$ cat src/rtl/prim_sequencer.sv
// prim_sequencer: primitive scheduler in front of the Bresenham line engine.
// Queues draw commands (line / triangle outline / rectangle outline) in a
// small FIFO, splits each into line segments and hands them to the engine
// one at a time, waiting for seg_done between segments.
//
// Ports:
//   clk, n_rst        clock, asynchronous active-low reset
//   cmd_valid/ready   command handshake (ready = FIFO not full)
//   cmd_type          0=line, 1=triangle, 2=rectangle, 3=reserved
//   cmd_v0..v2        vertices {x[9:0], y[8:0]}
//   fb_stall          frame-buffer backpressure, forwarded on seg_stop
//   flush             drop all queued, not yet fetched commands
//   seg_positions     {startX, startY, endX, endY} to the engine
//   seg_start         one-cycle start pulse (primSelect)
//   seg_stop          engine stop (= fb_stall)
//   seg_done          lineDone from the engine
//   prim_done         pulse after the last segment of a primitive completes
//   cmd_err           pulse after a reserved-type command is fetched
//   busy              FIFO non-empty or sequencer not idle
//
// Optional feature macro PRIM_COUNT_EN adds prim_count / seg_count
// wrapping 16-bit event counters.
module prim_sequencer #(
  parameter int CMD_DEPTH = 4
) (
  input  logic        clk,
  input  logic        n_rst,
  input  logic        cmd_valid,
  output logic        cmd_ready,
  input  logic [1:0]  cmd_type,
  input  logic [18:0] cmd_v0,
  input  logic [18:0] cmd_v1,
  input  logic [18:0] cmd_v2,
  input  logic        fb_stall,
  input  logic        flush,
  output logic [37:0] seg_positions,
  output logic        seg_start,
  output logic        seg_stop,
  input  logic        seg_done,
  output logic        prim_done,
  output logic        cmd_err,
  output logic        busy
`ifdef PRIM_COUNT_EN
  ,
  output logic [15:0] prim_count,
  output logic [15:0] seg_count
`endif
);

  localparam int AW = $clog2(CMD_DEPTH);

  typedef struct packed {
    logic [1:0]  typ;
    logic [18:0] v0;
    logic [18:0] v1;
    logic [18:0] v2;
  } cmd_t;

  typedef enum logic [1:0] {S_IDLE, S_FETCH, S_ISSUE, S_WAIT} state_t;

  // ---------------------------------------------------------------- FIFO
  cmd_t        mem [CMD_DEPTH];
  logic [AW:0] wr_ptr, rd_ptr, fifo_cnt;
  logic        empty, full, push, pop;
  cmd_t        head;

  assign empty     = (wr_ptr == rd_ptr);
  assign full      = (wr_ptr[AW] != rd_ptr[AW]) && (wr_ptr[AW-1:0] == rd_ptr[AW-1:0]);
  assign fifo_cnt  = wr_ptr - rd_ptr;
  assign cmd_ready = !full;
  // A push coinciding with flush is discarded.
  assign push      = cmd_valid && !full && !flush;
  assign head      = mem[rd_ptr[AW-1:0]];

  always_ff @(posedge clk) begin
    if (push) mem[wr_ptr[AW-1:0]] <= '{cmd_type, cmd_v0, cmd_v1, cmd_v2};
  end

  always_ff @(posedge clk or negedge n_rst) begin
    if (!n_rst) begin
      wr_ptr <= '0;
      rd_ptr <= '0;
    end else begin
      if (push) wr_ptr <= wr_ptr + 1'b1;
      if (flush)    rd_ptr <= wr_ptr;
      else if (pop) rd_ptr <= rd_ptr + 1'b1;
    end
  end

  // ---------------------------------------------------------------- FSM
  state_t      state, state_d;
  cmd_t        hold;
  logic [1:0]  seg_idx, last_idx;
  logic        wait_armed;   // low during the first WAIT cycle
  logic        load, seg_inc, prim_done_d, cmd_err_d, more;

  // Another entry remains behind the head being popped.
  assign more = (fifo_cnt != {{AW{1'b0}}, 1'b1}) && !flush;

  always_comb begin
    case (hold.typ)
      2'd1:    last_idx = 2'd2;
      2'd2:    last_idx = 2'd3;
      default: last_idx = 2'd0;
    endcase
  end

  always_comb begin
    state_d     = state;
    pop         = 1'b0;
    load        = 1'b0;
    seg_start   = 1'b0;
    seg_inc     = 1'b0;
    prim_done_d = 1'b0;
    cmd_err_d   = 1'b0;
    case (state)
      S_IDLE:
        if (!empty && !flush) state_d = S_FETCH;
      S_FETCH:
        // A flush in the previous cycle can leave nothing to fetch.
        if (empty) state_d = S_IDLE;
        else begin
          pop  = 1'b1;
          load = 1'b1;
          if (head.typ == 2'd3) begin
            cmd_err_d = 1'b1;
            state_d   = more ? S_FETCH : S_IDLE;
          end else begin
            state_d = S_ISSUE;
          end
        end
      S_ISSUE:
        if (!fb_stall) begin
          seg_start = 1'b1;
          state_d   = S_WAIT;
        end
      S_WAIT:
        if (seg_done && wait_armed) begin
          if (seg_idx == last_idx) begin
            prim_done_d = 1'b1;
            state_d     = (!empty && !flush) ? S_FETCH : S_IDLE;
          end else begin
            seg_inc = 1'b1;
            state_d = S_ISSUE;
          end
        end
      default: state_d = S_IDLE;
    endcase
  end

  always_ff @(posedge clk or negedge n_rst) begin
    if (!n_rst) begin
      state      <= S_IDLE;
      hold       <= '0;
      seg_idx    <= '0;
      wait_armed <= 1'b0;
      prim_done  <= 1'b0;
      cmd_err    <= 1'b0;
    end else begin
      state      <= state_d;
      prim_done  <= prim_done_d;
      cmd_err    <= cmd_err_d;
      wait_armed <= (state == S_WAIT);
      if (load) begin
        hold    <= head;
        seg_idx <= '0;
      end else if (seg_inc) begin
        seg_idx <= seg_idx + 1'b1;
      end
    end
  end

  // ------------------------------------------------------- segment table
  logic [9:0] x0, x1, x2, sx, ex;
  logic [8:0] y0, y1, y2, sy, ey;

  assign {x0, y0} = hold.v0;
  assign {x1, y1} = hold.v1;
  assign {x2, y2} = hold.v2;

  always_comb begin
    sx = x0; sy = y0; ex = x1; ey = y1;
    if (hold.typ == 2'd1) begin
      case (seg_idx)
        2'd1:    begin sx = x1; sy = y1; ex = x2; ey = y2; end
        2'd2:    begin sx = x2; sy = y2; ex = x0; ey = y0; end
        default: begin sx = x0; sy = y0; ex = x1; ey = y1; end
      endcase
    end else if (hold.typ == 2'd2) begin
      // Rectangle corners walked clockwise from (x0,y0).
      case (seg_idx)
        2'd0:    begin sx = x0; sy = y0; ex = x1; ey = y0; end
        2'd1:    begin sx = x1; sy = y0; ex = x1; ey = y1; end
        2'd2:    begin sx = x1; sy = y1; ex = x0; ey = y1; end
        default: begin sx = x0; sy = y1; ex = x0; ey = y0; end
      endcase
    end
  end

  assign seg_positions = {sx, sy, ex, ey};
  assign seg_stop      = fb_stall;
  assign busy          = !empty || (state != S_IDLE);

`ifdef PRIM_COUNT_EN
  always_ff @(posedge clk or negedge n_rst) begin
    if (!n_rst) begin
      prim_count <= '0;
      seg_count  <= '0;
    end else begin
      if (prim_done) prim_count <= prim_count + 16'd1;
      if (seg_start) seg_count  <= seg_count + 16'd1;
    end
  end
`else
  // Event counters are not built in this configuration.
`endif

endmodule

$ cat config.mk
export PLATFORM = sky130hd
export DESIGN_NAME = prim_sequencer
export DESIGN_NICKNAME = d
export VERILOG_FILES = /design/src/rtl/prim_sequencer.sv
export SDC_FILE = /design/constraint.sdc
export NUM_CORES = 1
export LEC_CHECK = 0
export CELL_PAD_IN_SITES_DETAIL_PLACEMENT = 0
export CELL_PAD_IN_SITES_GLOBAL_PLACEMENT = 1
export CORE_ASPECT_RATIO = 1.4
export CORE_MARGIN = 2
export CORE_UTILIZATION = 54
export DETAILED_ROUTE_END_ITERATION = 16
export GPL_TIMING_DRIVEN = 0
export PLACE_DENSITY = 0.89
export SYNTH_ARGS = -nofsm -noshare
export SYNTH_HDL_FRONTEND = slang
export SYNTH_SLANG_ARGS = --single-unit
$ cat constraint.sdc
create_clock -name clk -period 5.3 [get_ports clk]
set_input_delay 0.795 -clock clk [delete_from_list [all_inputs] [get_ports clk]]
set_output_delay 0.795 -clock clk [all_outputs]
set_load 0.01 [all_outputs]
# ---- Yosys cells after proc, flatten, opt, wreduce, memory -nomap -nowiden
# Memory sizes are Yosys's and may differ from the RTL's.
# Index checks and enable logic that the tools add are counted.
# W data, S select, Z words.
dict set report op_classes {
  add_sub_neg 4
  n_eq_ne 16
  mux 45
  reduce_logical 18
}
# cell count
set op_table {}
lappend op_table {{$mux W10} 6}
lappend op_table {{$mux W9} 6}
lappend op_table {{$pmux W10 S2} 2}
lappend op_table {{$pmux W9 S2} 2}
lappend op_table {{$mux W1} 17}
lappend op_table {{$mux W2} 8}
lappend op_table {{$eq A2 B2 Y1 const B} 5}
lappend op_table {{$pmux W2 S4} 1}
lappend op_table {{$add A3 B1 Y3 const B} 2}
lappend op_table {{$eq A2 B1 Y1 const B} 3}
lappend op_table {{$logic_and A1 B1 Y1} 6}
lappend op_table {{$mux W3} 2}
lappend op_table {{$ne A2 B2 Y1 const B} 3}
lappend op_table {{$reduce_bool A2 Y1} 3}
lappend op_table {{$eq A2 B2 Y1} 2}
lappend op_table {{$logic_not A2 Y1} 2}
lappend op_table {{$pmux W2 S2} 1}
lappend op_table {{$reduce_or A2 Y1} 2}
lappend op_table {{$eq A3 B3 Y1} 1}
lappend op_table {{$logic_not A1 Y1} 3}
lappend op_table {{$ne A3 B1 Y1 const B} 1}
lappend op_table {{$reduce_and A3 Y1} 1}
lappend op_table {{$sub A3 B3 Y3} 1}
lappend op_table {{$add A2 B1 Y2 const B} 1}
lappend op_table {{2 further kinds} 2}
dict set report word_totals {
  ff_bits 72
  ram_bits 236
  inputBits 65
  output_inout_bits 44
  elab_cells 95
  n_memories 1
}
# name depth word_bits read_ports rd_clocked_by_memory_dff write_ports line
set mem_list {}
lappend mem_list {mem 4 59 1 0 1 62} ;# cmd_t mem [CMD_DEPTH];

# ---- Longest topological paths before layout
# Gate-level depths: netlist of run 1.
dict set report logic_depth {
  ltp_word 8
  ltp_mapped 9
  depth_no_buf 6
}

# ---- Least setup slack after synthesis of run 1
# OpenSTA, ideal clock, no wires.
dict set report synth_path {
  kind {register to register}
  startpoint {reg rd_ptr[1]}
  endpoint {mem mem[3][0] in the netlist's numbering, enable pin}
  setup_time_ns 0.425
  arrival_ns 3.067
  t_required_ns 4.875
  slack_ns 1.808
  stages_incl_launch_ff 7
  path_buffers 2
  synth_period_minus_slack_ns 3.492
  path_cell_list {dfrtp_1 -> buf_4 -> clkbuf_1 -> inv_1 -> ha_1 -> a311oi_2 -> and2_1}
}
dict set report synth_between {
  elab_chain_len 7
}
# item line
set synth_lines {}
lappend synth_lines {{from (decl)} 63} ;# logic [AW:0] wr_ptr, rd_ptr, fifo_cnt;
lappend synth_lines {{from (signal assigned)} 85} ;# if (flush) rd_ptr <= wr_ptr;
lappend synth_lines {{from (signal assigned)} 86} ;# else if (pop) rd_ptr <= rd_ptr + 1'b1;
lappend synth_lines {{$eq A2 B2 Y1} 68} ;# assign full = (wr_ptr[AW] != rd_ptr[AW]) && (wr_ptr[AW-1:0] == rd_ptr[AW-1:0]);
lappend synth_lines {{$logic_and A1 B1 Y1} 68}
lappend synth_lines {{$logic_not A1 Y1} 72} ;# assign push = cmd_valid && !full && !flush;
lappend synth_lines {{$logic_and A1 B1 Y1 (2 in series)} 72}
lappend synth_lines {{$mux W1} 76} ;# if (push) mem[wr_ptr[AW-1:0]] <= '{cmd_type, cmd_v0, cmd_v1, cmd_v2};
lappend synth_lines {{$mux W1 (implied by the code)} 76}
lappend synth_lines {{to (decl)} 62}
# Every way passes these cells.

# ---- Worst setup path in the final report of run 1
dict set report layout_path {
  startpoint {reg seg_idx[1]}
  endpoint {out seg_positions[25]}
}
dict set report layout_between {
  elab_chain_len 5
  word_cells_on_any_way 8
  classes_between {eq/ne (2); mux (4); reduce/logical (2)}
}
# item line
set layout_lines {}
lappend layout_lines {{from (decl)} 93} ;# logic [1:0] seg_idx, last_idx;
lappend layout_lines {{from (signal assigned)} 168} ;# seg_idx <= seg_idx + 1'b1;
lappend layout_lines {{$eq A2 B1 Y1 or $logic_not A2 Y1 (tied branches)} {184, 191}}
lappend layout_lines {{$reduce_or A2 Y1 (no source line)} n/a}
lappend layout_lines {{$mux W9} 191} ;# case (seg_idx)
lappend layout_lines {{$mux W9} 189} ;# end else if (hold.typ == 2'd2) begin
lappend layout_lines {{$mux W9 *} 183} ;# if (hold.typ == 2'd1) begin
lappend layout_lines {{to (decl)} 36} ;# output logic [37:0] seg_positions,
# Mark *: on every way between the ends. The rest lies on a longest branch, timed or not.

==> out/summary.log, run 1 <==
qor: synth.synth.net_count 801
qor: synth.syn_area 12900 um^2
qor: sta.grt_setup_unrepaired false
qor: placed_design.port-buffer-count 107
qor: clock_network.cts_repair_resize_count 0
qor: die.ios 109
qor: drt.drt_drc_violations_left 0
qor: drt.vias_per_cell 6.03
qor: sta.layout_min_cycle_time 4220 ps
qor: sta.final_min_period_over_clock_period 79.7%
qor: layout.fillCellCount 1615
qor: setup_path.endpoint_kind primary output
qor: drt.detailed_routing_iteration_count_for_the_pre_antenna_repair_pass 5
qor: clock_network.cts_tree yes
qor: setup_path.rr_endpoint mem[0][40]
qor: run_status.outcome completed
qor: pwr.ir_worst_vdd 0.000427 V
qor: synth.synthesis.area_per_instance 17.9 um^2
qor: placed_design.gp_congestion 0.907
qor: sta.fin_tns_setup 0 ps
qor: grt.grt_first_pass_wirelength 43400 um
qor: layout.seq_area 8890 um^2
qor: clock_network.post_cts.repair.setup_buffers 0
qor: sta.timing_worst_slew_pin_value 668 ps
qor: sta.timing.slew.headroom 55.5%
qor: clock_network.cts_buffers 28
qor: synth.yosysMostFrequentCell edfxtp_1
qor: setup_path.timing.rr.start rd_ptr[1]
qor: clock_network.clock_path_buffers 3
qor: grt.grt-ovfl-total 0
qor: clock_network.ctsRootBufferMaster clkbuf_16
qor: drt.dr.first_iter.drc_count 564
qor: drt.drt.antenna.violating_nets 0
qor: grt.first_global_vias 7475
qor: synth.synth_cell_types 43
qor: setup_path.critPathLaunchType flip-flop
qor: die.coreArea 23700 um^2
qor: setup_path.cp_slowest_stage_delay 630 ps
qor: clock_network.clock_latency 540 ps
qor: drt.wire_length_per_cell 23.2 um
qor: synth.netlist.top_cell.by_area edfxtp_1
qor: grt.grt_util_all_layers 22.7%
qor: layout.ratio_of_cells_with_drive_above_1_in_the_final_layout 15.9%
qor: sta.timing.final.setup_violations 0
qor: synth.synth_top_area_share 54.7%
qor: synth.ys_ff_latch 308
qor: synth.synth_ff_type edfxtp_1
qor: layout.multi_input_gate_area 3750 um^2
qor: sta.worst_hold_slack_across_all_endpoints 212 ps
qor: drt.via_count 7218
qor: clock_network.cts_sinks 308
qor: synth.synth-warning-count 0
qor: clock_network.number_of_buffers_inserted_by_hold_repair_at_cts 0
qor: pwr.power.density_cell_area 591 nW/um^2
qor: setup_path.worstPathArrival 3430 ps
qor: layout.utilization 65.4%
qor: setup_path.criticalPathCategory reg -> out
qor: grt.grt_max_degree 58
qor: die.fp.dieH 187 um
qor: setup_path.r2r_cell_count 7
qor: synth.ys_top_cells_by_area edfxtp_1, dfrtp_1, mux4_2
qor: layout.nNetsFinal 943
qor: clock_network.worst_setup_hold_path_clk_slew 70 ps
qor: die.die_w 135 um
qor: placed_design.dp_hpwl 18400 um
qor: sta.finalHoldViolations 0
qor: die.floorplan.initialDensity 54.6%
qor: clock_network.cts_htree_levels 1
qor: sta.setup_slack 1080 ps
qor: synth.synth_edf_count 236
qor: synth.asyncSetResetFlopFracSynth 23.4%
qor: die.rows 67
qor: drt.route.final.wire_length 27800 um
qor: grt.grt_antenna_before_repair 1
qor: sta.fmax 237 MHz
qor: setup_path.worst_path_most_repeated_cell clkbuf_1
qor: setup_path.startpoint seg_idx[1]
qor: layout.area_delta_synth_final 19.8%
qor: sta.timing.final.max_slew_violations 0
qor: synth.netlist_top_cells_count edfxtp_1, dfrtp_1, mux4_2
qor: setup_path.worst_path_max_fanout 10
qor: synth.netlist_instances 723
qor: placed_design.detailedPlace.worstSlack 1700 ps
qor: pwr.leakagePower 0.00537 uW
qor: setup_path.critical-path-slowest-cell clkdlybuf4s50_1
qor: setup_path.worst-r2r-setup-slack 2100 ps
qor: die.fp.dieArea 25200 um^2
qor: sta.finalClockSkew 10.4 ps
qor: run.max_cap_violations 0
qor: synth.synth_sequential_area_ratio 68.7%
qor: setup_path.worst_ep_required_time 4510 ps
qor: setup_path.timing.critical_path.cells inv_1 > ha_1 > clkbuf_1 > clkbuf_1 > a22oi_1 > nand2_1 > o211ai_1 > o21ai_0 > clkdlybuf4s50_1
qor: setup_path.worst_setup_path_endpoint seg_positions[25]
qor: hold_path.hold_class in -> async
through the flow:
step,area [um^2],cells,total power (uW)
after floorplan,12900,723,5620
after global placement,14400,1140,7050
after detailed placement,14500,1145,7130
after CTS,15500,1197,9230
after global routing,15500,1198,9600
final,15500,1198,9170
registers in the layout (all words and copies together), names as in the netlist:
signal,count
mem,236
prim_done,1
state,2
rd_ptr,3
hold,59
cmd_err,1
wait_armed,1
seg_idx,2
wr_ptr,3
critical path: cells and delay by family (launching register included):
| kind | cells | cell delay [ps] |
|---|---|---|
| fa+ha+maj | 1 | 190 |
| buf+inv | 4 | 1640 |
| simple gates | 1 | 110 |
| compound gates | 3 | 520 |
| flops | 1 | 440 |
cell families (layout without fill, tap and decap cells):
| logic type | after synthesis | count (layout) | synth area share (%) |
|---|---|---|---|
| mux | 147 | 147 | 18.0 |
| xor+xnor | 9 | 9 | 0.667 |
| simple gates | 58 | 58 | 1.94 |
| other cells | 0 | 1 | 0 |
| buf+inv | 59 | 223 | 2.46 |
| compound gates | 129 | 129 | 6.92 |
| flops | 308 | 308 | 68.7 |
| fa+ha+maj | 13 | 13 | 1.31 |
area by class of cell:
cell class / count / share of cell area, %
Clock inverter: 14 / 1.09
Timing Repair Buffer: 112 / 7.73
Antenna cell: 1 / 0.0161
Clock buffer: 38 / 5.15
Sequential cell: 308 / 57.3
Multi-Input combinational cell: 356 / 24.2
Inverter: 11 / 0.266
Tap cell: 310 / 2.50
Buffer: 48 / 1.79
cells in the final DEF, fill, tap and decap left out, types with 9 or more instances in the layout:
cell / instances
clkbuf_1: 27
clkdlybuf4s50_1: 106
mux2_1: 40
a22oi_1: 19
a22o_1: 11
mux2i_1: 29
o22ai_1: 10
edfxtp_1: 236
mux4_1: 14
a21oi_1: 14
dfrtp_1: 72
o21ai_0: 30
inv_1: 11
nor2_1: 16
o211ai_1: 28
ha_1: 12
nand2_1: 27
buf_2: 9
mux2_2: 19
buf_6: 9
mux4_2: 45
clkbuf_16: 29
a221o_1: 9
power by group:
part           switching [uW]  internal [uW]  leakage, uW  total [uW]
Clock                     835           1250     0.000479        2080
Sequential                392           3120      0.00300        3510
Combinational            1850           1730      0.00189        3580
layer usage:
layer | global-route usage [%] | up-vias | share of wire (%)
met5 | 0 | - | 0
met4 | 9.19 | 0 | 3.9
met3 | 2.87 | 68 | 5.3
met2 | 37.7 | 269 | 51
met1 | 30.6 | 3673 | 40
li1 | - | 3208 | -
how the worst min path moves through the flow:
| stage | start | slack [ps] | to |
|---|---|---|---|
| 4_1_cts | n_rst | 220 | hold[41] |
| 6_report | n_rst | 210 | hold[41] |
| 3_3_place_gp | hold[58] | 510 | hold[58] |
| 2_1_floorplan | hold[0] | 490 | hold[0] |
| 5_1_grt | n_rst | 250 | hold[41] |
| 3_5_place_dp | hold[15] | 520 | hold[15] |
(Power assumes the default switching activity.)
==> run 2, diff against run 1 <==
--- a/config.mk
+++ b/config.mk
@@ -9,10 +9,10 @@
 export CELL_PAD_IN_SITES_GLOBAL_PLACEMENT = 1
 export CORE_ASPECT_RATIO = 1.4
 export CORE_MARGIN = 2
-export CORE_UTILIZATION = 54
+export CORE_UTILIZATION = 50
 export DETAILED_ROUTE_END_ITERATION = 16
 export GPL_TIMING_DRIVEN = 0
-export PLACE_DENSITY = 0.89
+export PLACE_DENSITY = 0.84
 export SYNTH_ARGS = -nofsm -noshare
 export SYNTH_HDL_FRONTEND = slang
 export SYNTH_SLANG_ARGS = --single-unit
==> constraint.sdc (replaced) <==
create_clock -name clk -period 4.25 [get_ports clk]
set_input_delay 0.6375 -clock clk [delete_from_list [all_inputs] [get_ports clk]]
set_output_delay 0.6375 -clock clk [all_outputs]
set_load 0.01 [all_outputs]
==> run 2 against run 1 <==
  * The flow now finishes with violations (DRC)
  * Clock-buffer cell count rose by 2
  * Core utilization fell by 4.7 points
  * Clock skew rose by 4.5 ps
  * Design area fell by 0.38%
  * Via count fell by 1.8%
  * First-iteration DRC count fell by 27%
  * Critical path depth did not move
  * Sequential share of layout area rose by 0.22 points
  * Non-clock buffer count did not move
  * Cell count rose by 0.67%
  * Largest cell class unchanged
==> out/summary.log, run 2 (same netlist as run 1, synthesis figures left out) <==
qor: placed_design.detailedPlace.worstSlack 820 ps [was 1700 ps]
qor: drt.wire_length_per_cell 22.3 um [was 23.2 um]
qor: setup_path.worst_path_most_repeated_cell clkbuf_1 [unchanged]
qor: run_status.violations DRC
qor: drt.drt.antenna.violating_nets 0 [unchanged]
qor: layout.most_frequent_cells_in_the_layout edfxtp_1, clkdlybuf4s50_1, dfrtp_1, mux4_2, mux2_1 [unchanged]
qor: layout.design_area 15500 um^2 [about the same]
qor: pwr.power.density_cell_area 725 nW/um^2 [was 591 nW/um^2]
qor: placed_design.port-buffer-count 107 [unchanged]
qor: die.die_w 140 um [was 135 um]
qor: clock_network.cts_repair_resize_count 0 [unchanged]
qor: layout.ratio_of_cells_with_drive_above_1_in_the_final_layout 15.9% [unchanged]
qor: sta.timing.final.max_slew_violations 0 [unchanged]
qor: drt.route.final.wire_length 26900 um [was 27800 um]
qor: setup_path.timing.critical_path.cells inv_1 > ha_1 > clkbuf_1 > clkbuf_1 > a22oi_1 > nand2_1 > o211ai_1 > o21ai_0 > clkdlybuf4s50_1 [unchanged]
qor: setup_path.worst_path_max_fanout 10 [unchanged]
qor: grt.first_global_vias 7317 [was 7475]
qor: layout.fillCellCount 1835 [was 1615]
qor: pwr.sw_frac_of_total 33.7% [was 33.5%]
qor: setup_path.endpoint_kind primary output [unchanged]
qor: die.coreArea 25500 um^2 [was 23700 um^2]
qor: setup_path.critical-path-top-delay-family buffers and inverters [unchanged]
qor: clock_network.number_of_buffers_inserted_by_hold_repair_at_cts 0 [unchanged]
qor: clock_network.clock_path_buffers 3 [unchanged]
qor: clock_network.cts_buffers 28 [unchanged]
qor: setup_path.criticalPathCategory reg -> out [unchanged]
qor: pwr.ir_worst_vdd 0.000476 V [was 0.000427 V]
qor: sta.setup_slack 178 ps [was 1080 ps]
qor: pwr.switching_power 3770 uW [was 3080 uW]
qor: setup_path.critPathLaunchType flip-flop [unchanged]
qor: layout.area_delta_synth_final 19.4% [was 19.8%]
qor: drt.detailed_routing_iteration_count_for_the_pre_antenna_repair_pass 11 [was 5]
qor: drt.drt_drc_violations_left 5 [was 0]
qor: die.fp.dieArea 27200 um^2 [was 25200 um^2]
qor: run.max_cap_violations 0 [unchanged]
qor: layout.utilization 60.7% [was 65.4%]
qor: setup_path.cp_slowest_stage_delay 620 ps [was 630 ps]
qor: drt.dr.first_iter.drc_count 412 [was 564]
qor: setup_path.worst_ep_required_time 3610 ps [was 4510 ps]
qor: grt.grt_first_pass_wirelength 42000 um [was 43400 um]
qor: grt.grt_util_all_layers 20.0% [was 22.7%]
qor: sta.timing.final.setup_violations 0 [unchanged]
qor: drt.vias_per_cell 5.88 [was 6.03]
qor: placed_design.standard_cell_area_after_detailed_placement 14500 um^2 [about the same]
qor: sta.finalClockSkew 14.9 ps [was 10.4 ps]
qor: run_status.outcome finished with violations [was completed]
qor: placed_design.gp_congestion 0.883 [was 0.907]
qor: layout.nNetsFinal 943 [unchanged]
qor: clock_network.cts_tree yes [unchanged]
qor: pwr.power 11200 uW [was 9170 uW]
qor: layout.largest_register_ff_count 236 [unchanged]
qor: pwr.clock_power_share 21.7% [was 22.7%]
qor: grt.grt_antenna_before_repair 0 [was 1]
qor: clock_network.ctsRootBufferMaster clkbuf_16 [unchanged]
qor: placed_design.dp_hpwl 18600 um [was 18400 um]
qor: clock_network.cts_htree_levels 1 [unchanged]
qor: hold_path.hold_class in -> async [unchanged]
qor: sta.fmax 246 MHz
qor: setup_path.path_buf_inv 4 [unchanged]
qor: setup_path.critical-path-slowest-cell clkdlybuf4s50_1 [unchanged]
qor: sta.finalHoldViolations 0 [unchanged]
qor: setup_path.worstPathArrival 3430 ps [about the same]
qor: grt.grt-ovfl-total 0 [unchanged]
qor: pwr.comb_power_share 39.4% [was 39.0%]
qor: sta.layout_min_cycle_time 4070 ps
qor: grt.grt_max_degree 51 [was 58]
qor: die.rows 69 [was 67]
qor: sta.timing_worst_slew_pin_value 682 ps [was 668 ps]
qor: clock_network.cts_sinks 308 [unchanged]
qor: die.fp.dieH 194 um [was 187 um]
qor: layout.layout_commonest_cell edfxtp_1 [unchanged]
qor: sta.worst_hold_slack_across_all_endpoints 62.1 ps [was 212 ps]
qor: clock_network.post_cts.repair.setup_buffers 0 [unchanged]
qor: pwr.internal_power 7430 uW [was 6090 uW]
qor: die.ios 109 [unchanged]
qor: sta.final_min_period_over_clock_period 95.8%
qor: clock_network.clock_latency 540 ps [about the same]
qor: pwr.leakagePower 0.00532 uW [was 0.00537 uW]
qor: layout.antenna_cells 0 [was 1]
qor: pwr.part_of_the_total_power_dissipated_in_sequential_elements 38.9% [was 38.3%]
qor: sta.timing.slew.headroom 54.6% [was 55.5%]
qor: sta.grt_setup_unrepaired false [unchanged]
qor: die.floorplan.initialDensity 50.8% [was 54.6%]
qor: drt.via_count 7091 [was 7218]
qor: clock_network.worst_setup_hold_path_clk_slew 60 ps [was 70 ps]
## run 2: changes by cell type in the layout (fill, tap and decap cells not counted), sizes merged
cell,before,now
clkinvlp,0,4
bufinv,4,1
clkinv,10,7
clkbuf,60,62
diode,1,0
## run 2: final cells by class
type                       instances  area (um^2)  share of cell area (%)
sequential                       308         8890                    57.5
inverter                          11         41.3                   0.267
buffer                            48          278                    1.80
timing repair buffer             112         1190                    7.71
clock buffer                      40          817                    5.29
multi-input combinational        356         3750                    24.3
clock inverter                    12         91.3                   0.591
tap                              319          399                    2.58
## run 2: path summary, 6_finish.rpt
check,cells past startpoint,start,endpoint,slack [ps]
max,9,seg_idx[1],seg_positions[9],180
min,1,n_rst,hold[49],60
max reg2reg,7,rd_ptr[1],mem[1][18],1040
min reg2reg,1,hold[0],hold[0],530
max in group asynchronous,2,n_rst,hold[17],3600
min in group clk,3,flush,rd_ptr[0],500
## run 2: layer usage
metal	part of all wire (%)	wire length [um]	vias up	GRT usage, %
met4	2.8	746	0	6.29
met2	52	14100	181	35.7
met1	41	11000	3662	25.6
met3	4.3	1150	48	2.39
li1	-	-	3200	-
met5	0	0	-	0
## run 2: power groups by stage
stage	sequential (uW)	combinational, uW	clock [uW]
finish	4360	4420	2430
CTS	4350	4450	2480
floorplan	4260	2750	0
global placement	4410	4340	0
global route	4430	4730	2610
detailed placement	4410	4430	0
## run 2: per-stage QoR
stage / TNS, ps / instances
floorplan: 0 / 723
global placement: -201780 / 1149
detailed placement: 0 / 1154
CTS: 0 / 1206
global route: 0 / 1206
finish: 0 / 1206
## run 2: worst register-to-register path, cell delays in order (launching register included)
cell,delay [ps]
dfrtp_1,390
buf_4,200
clkbuf_1,520
inv_1,100
ha_1,340
a311oi_2,490
and2_4,520
buf_12,310
==> run 3, diff against run 2 <==
--- a/config.mk
+++ b/config.mk
@@ -10,9 +10,11 @@
 export CORE_ASPECT_RATIO = 1.4
 export CORE_MARGIN = 2
 export CORE_UTILIZATION = 50
+export CTS_CLUSTER_SIZE = 28
 export DETAILED_ROUTE_END_ITERATION = 16
 export GPL_TIMING_DRIVEN = 0
 export PLACE_DENSITY = 0.84
+export RECOVER_POWER = 50
 export SYNTH_ARGS = -nofsm -noshare
 export SYNTH_HDL_FRONTEND = slang
 export SYNTH_SLANG_ARGS = --single-unit
==> run 3 against run 2 <==
  * The run ends with DRC, capacitance limit, slew limit left
  * Via count decreased by 0.17%
  * Worst hold slack improved by 420 ps
  * Design area down 0.23%
  * Cell count unchanged
  * Global-route usage is the same
  * Critical path depth unchanged
  * Sequential cell count unchanged
  * Clock power about the same
  * Core utilization is 0.14 points lower
==> out/summary.log, run 3 (same netlist as run 1, synthesis figures left out) <==
qor: run_status.outcome finished with violations [unchanged]
qor: run_status.violations DRC, capacitance limit, slew limit [was DRC]
qor: grt.first_global_vias 7317 [unchanged]
qor: placed_design.port-buffer-count 107 [unchanged]
qor: drt.vias_per_cell 5.87 [was 5.88]
qor: layout.ratio_of_cells_with_drive_above_1_in_the_final_layout 15.3% [was 15.9%]
qor: clock_network.cts_repair_resize_count 0 [unchanged]
qor: setup_path.timing.rr.start rd_ptr[1] [unchanged]
qor: sta.timing.slew.headroom -37.7% [was 54.6%]
qor: drt.dr.first_iter.drc_count 408 [was 412]
qor: die.die_w 140 um [unchanged]
qor: die.fp.dieArea 27200 um^2 [unchanged]
qor: sta.layout_min_cycle_time 4080 ps [was 4070 ps]
qor: die.ios 109 [unchanged]
qor: setup_path.worstPathArrival 3450 ps [was 3430 ps]
qor: hold_path.hold_class in -> reg [was in -> async]
qor: placed_design.dp_hpwl 18600 um [unchanged]
qor: sta.fin_tns_setup 0 ps [unchanged]
qor: setup_path.startpoint seg_idx[1] [unchanged]
qor: grt.grt-ovfl-total 0 [unchanged]
qor: placed_design.detailedPlace.worstSlack 820 ps [unchanged]
qor: drt.drt_drc_violations_left 5 [unchanged]
qor: setup_path.rr_endpoint hold[50] [was mem[1][18]]
qor: setup_path.endpoint_kind primary output [unchanged]
qor: clock_network.cts_sinks 308 [unchanged]
qor: clock_network.ctsRootBufferMaster clkbuf_16 [unchanged]
qor: setup_path.worst_setup_path_endpoint seg_positions[25] [was seg_positions[9]]
qor: drt.via_count 7079 [was 7091]
qor: placed_design.gp_congestion 0.883 [unchanged]
qor: grt.grt_first_pass_wirelength 42000 um [unchanged]
qor: clock_network.cts_htree_levels 1 [unchanged]
qor: clock_network.cts_buffers 28 [unchanged]
qor: setup_path.worst-r2r-setup-slack 340 ps [was 1040 ps]
qor: layout.area_delta_synth_final 19.1% [was 19.4%]
qor: die.coreArea 25500 um^2 [unchanged]
qor: die.rows 69 [unchanged]
qor: grt.grt_util_all_layers 20.0% [unchanged]
qor: drt.drt.antenna.violating_nets 0 [unchanged]
qor: clock_network.clock_latency 540 ps [about the same]
qor: drt.met2WireLength 14000 um [was 14100 um]
qor: setup_path.criticalPathCategory reg -> out [unchanged]
qor: pwr.leakagePower 0.00533 uW [was 0.00532 uW]
qor: layout.layout.cells.non_filler 1206 [unchanged]
qor: die.floorplan.initialDensity 50.8% [unchanged]
qor: sta.finalHoldViolations 0 [unchanged]
qor: run.max_cap_violations 3 [was 0]
qor: layout.most_frequent_cells_in_the_layout edfxtp_1, dfrtp_1, dlygate4sd3_1, mux4_2, clkdlybuf4s50_1 [was edfxtp_1, clkdlybuf4s50_1, dfrtp_1, mux4_2, mux2_1]
qor: layout.design_area 15400 um^2 [was 15500 um^2]
qor: drt.routed_metal_1_wirelength 10800 um [was 11000 um]
qor: clock_network.post_cts.repair.setup_buffers 0 [unchanged]
qor: setup_path.r2r_cell_count 8 [was 7]
qor: drt.detailed_routing_iteration_count_for_the_pre_antenna_repair_pass 11 [unchanged]
qor: clock_network.cts_tree yes [unchanged]
qor: grt.grt_max_degree 51 [unchanged]
qor: drt.wl_met3 1270 um [was 1150 um]
qor: sta.timing_worst_slew_pin_value 2070 ps [was 682 ps]
qor: layout.antenna_cells 0 [unchanged]
qor: placed_design.dpl.cell_count 1154 [unchanged]
qor: grt.grt_antenna_before_repair 0 [unchanged]
qor: layout.layout_commonest_cell edfxtp_1 [unchanged]
qor: drt.wire_length_per_cell 22.3 um [about the same]
qor: clock_network.number_of_buffers_inserted_by_hold_repair_at_cts 0 [unchanged]
qor: placed_design.standard_cell_area_after_detailed_placement 14500 um^2 [unchanged]
qor: setup_path.worst_path_max_fanout 10 [unchanged]
qor: sta.timing.final.max_slew_violations 84 [was 0]
qor: layout.largest_register_ff_count 236 [unchanged]
qor: drt.top_layer met4 [unchanged]
qor: sta.fmax 245 MHz [was 246 MHz]
qor: setup_path.critPathLaunchType flip-flop [unchanged]
qor: sta.finalClockSkew 14.7 ps [was 14.9 ps]
qor: sta.grt_setup_unrepaired false [unchanged]
qor: sta.timing.final.setup_violations 0 [unchanged]
qor: die.fp.dieH 194 um [unchanged]
qor: pwr.ir_worst_vdd 0.000475 V [was 0.000476 V]
qor: layout.utilization 60.6% [was 60.7%]
qor: pwr.power.density_cell_area 724 nW/um^2 [was 725 nW/um^2]
qor: sta.final_min_period_over_clock_period 96.1% [was 95.8%]
qor: setup_path.worst_ep_required_time 3610 ps [about the same]
qor: sta.setup_slack 166 ps [was 178 ps]
qor: clock_network.clock_path_buffers 3 [unchanged]
qor: drt.route.final.wire_length 26900 um [about the same]
qor: clock_network.worst_setup_hold_path_clk_slew 60 ps [about the same]
qor: layout.nNetsFinal 943 [unchanged]
[run 3: cell count changes in the layout (fill, tap and decap cells not counted), sizes merged]
cell / previous run / this run
clkdlybuf4s50: 106 / 43
dlygate4sd3: 0 / 63
buf: 32 / 29
clkbuf: 62 / 64
clkdlybuf4s25: 0 / 1
[run 3: area by class of cell]
type / count / area (um^2)
fill: 1835 / 10000
sequential: 308 / 8890
multi-input combinational: 356 / 3730
timing repair buffer: 112 / 1180
clock buffer: 40 / 817
tap: 319 / 399
buffer: 48 / 274
clock inverter: 12 / 91.3
inverter: 11 / 41.3
[run 3: where the power goes]
part	switching (uW)	total [uW]	internal, uW	leakage (uW)
combinational	2240	4370	2130	0.00190
clock	1040	2430	1390	0.000435
sequential	478	4360	3890	0.00300
total	3750	11200	7410	0.00533
[run 3: through the flow]
stage                     hold WS, ps  total power [uW]
after floorplan                   342              7000
after global placement            510              8760
after detailed placement          517              8830
after CTS                        64.7             11300
after global routing              498             11700
final                             485             11200
[run 3: per-layer routing]
metal / vias up / track usage, %
met5: - / 0
met4: 0 / 6.29
met3: 49 / 2.39
met2: 210 / 35.7
met1: 3621 / 25.6
li1: 3199 / -
[run 3: worst min-delay path by stage]
stage	start	depth (start not counted)	endpoint	slack, ps
floorplan	n_rst	0	cmd_err	340
global placement	hold[0]	1	hold[0]	510
detailed placement	hold[0]	1	hold[0]	520
CTS	n_rst	1	hold[43]	60
global route	flush	3	rd_ptr[0]	500
finish	flush	3	rd_ptr[0]	480
[run 3: critical path, cell delays in order (launching register included)]
cell and delay [ps]:
dfrtp_1 440, inv_1 100, ha_1 180, clkbuf_1 400, clkbuf_1 570, a22oi_1 190
nand2_1 110, o211ai_1 100, o21ai_0 190, clkdlybuf4s50_1 620
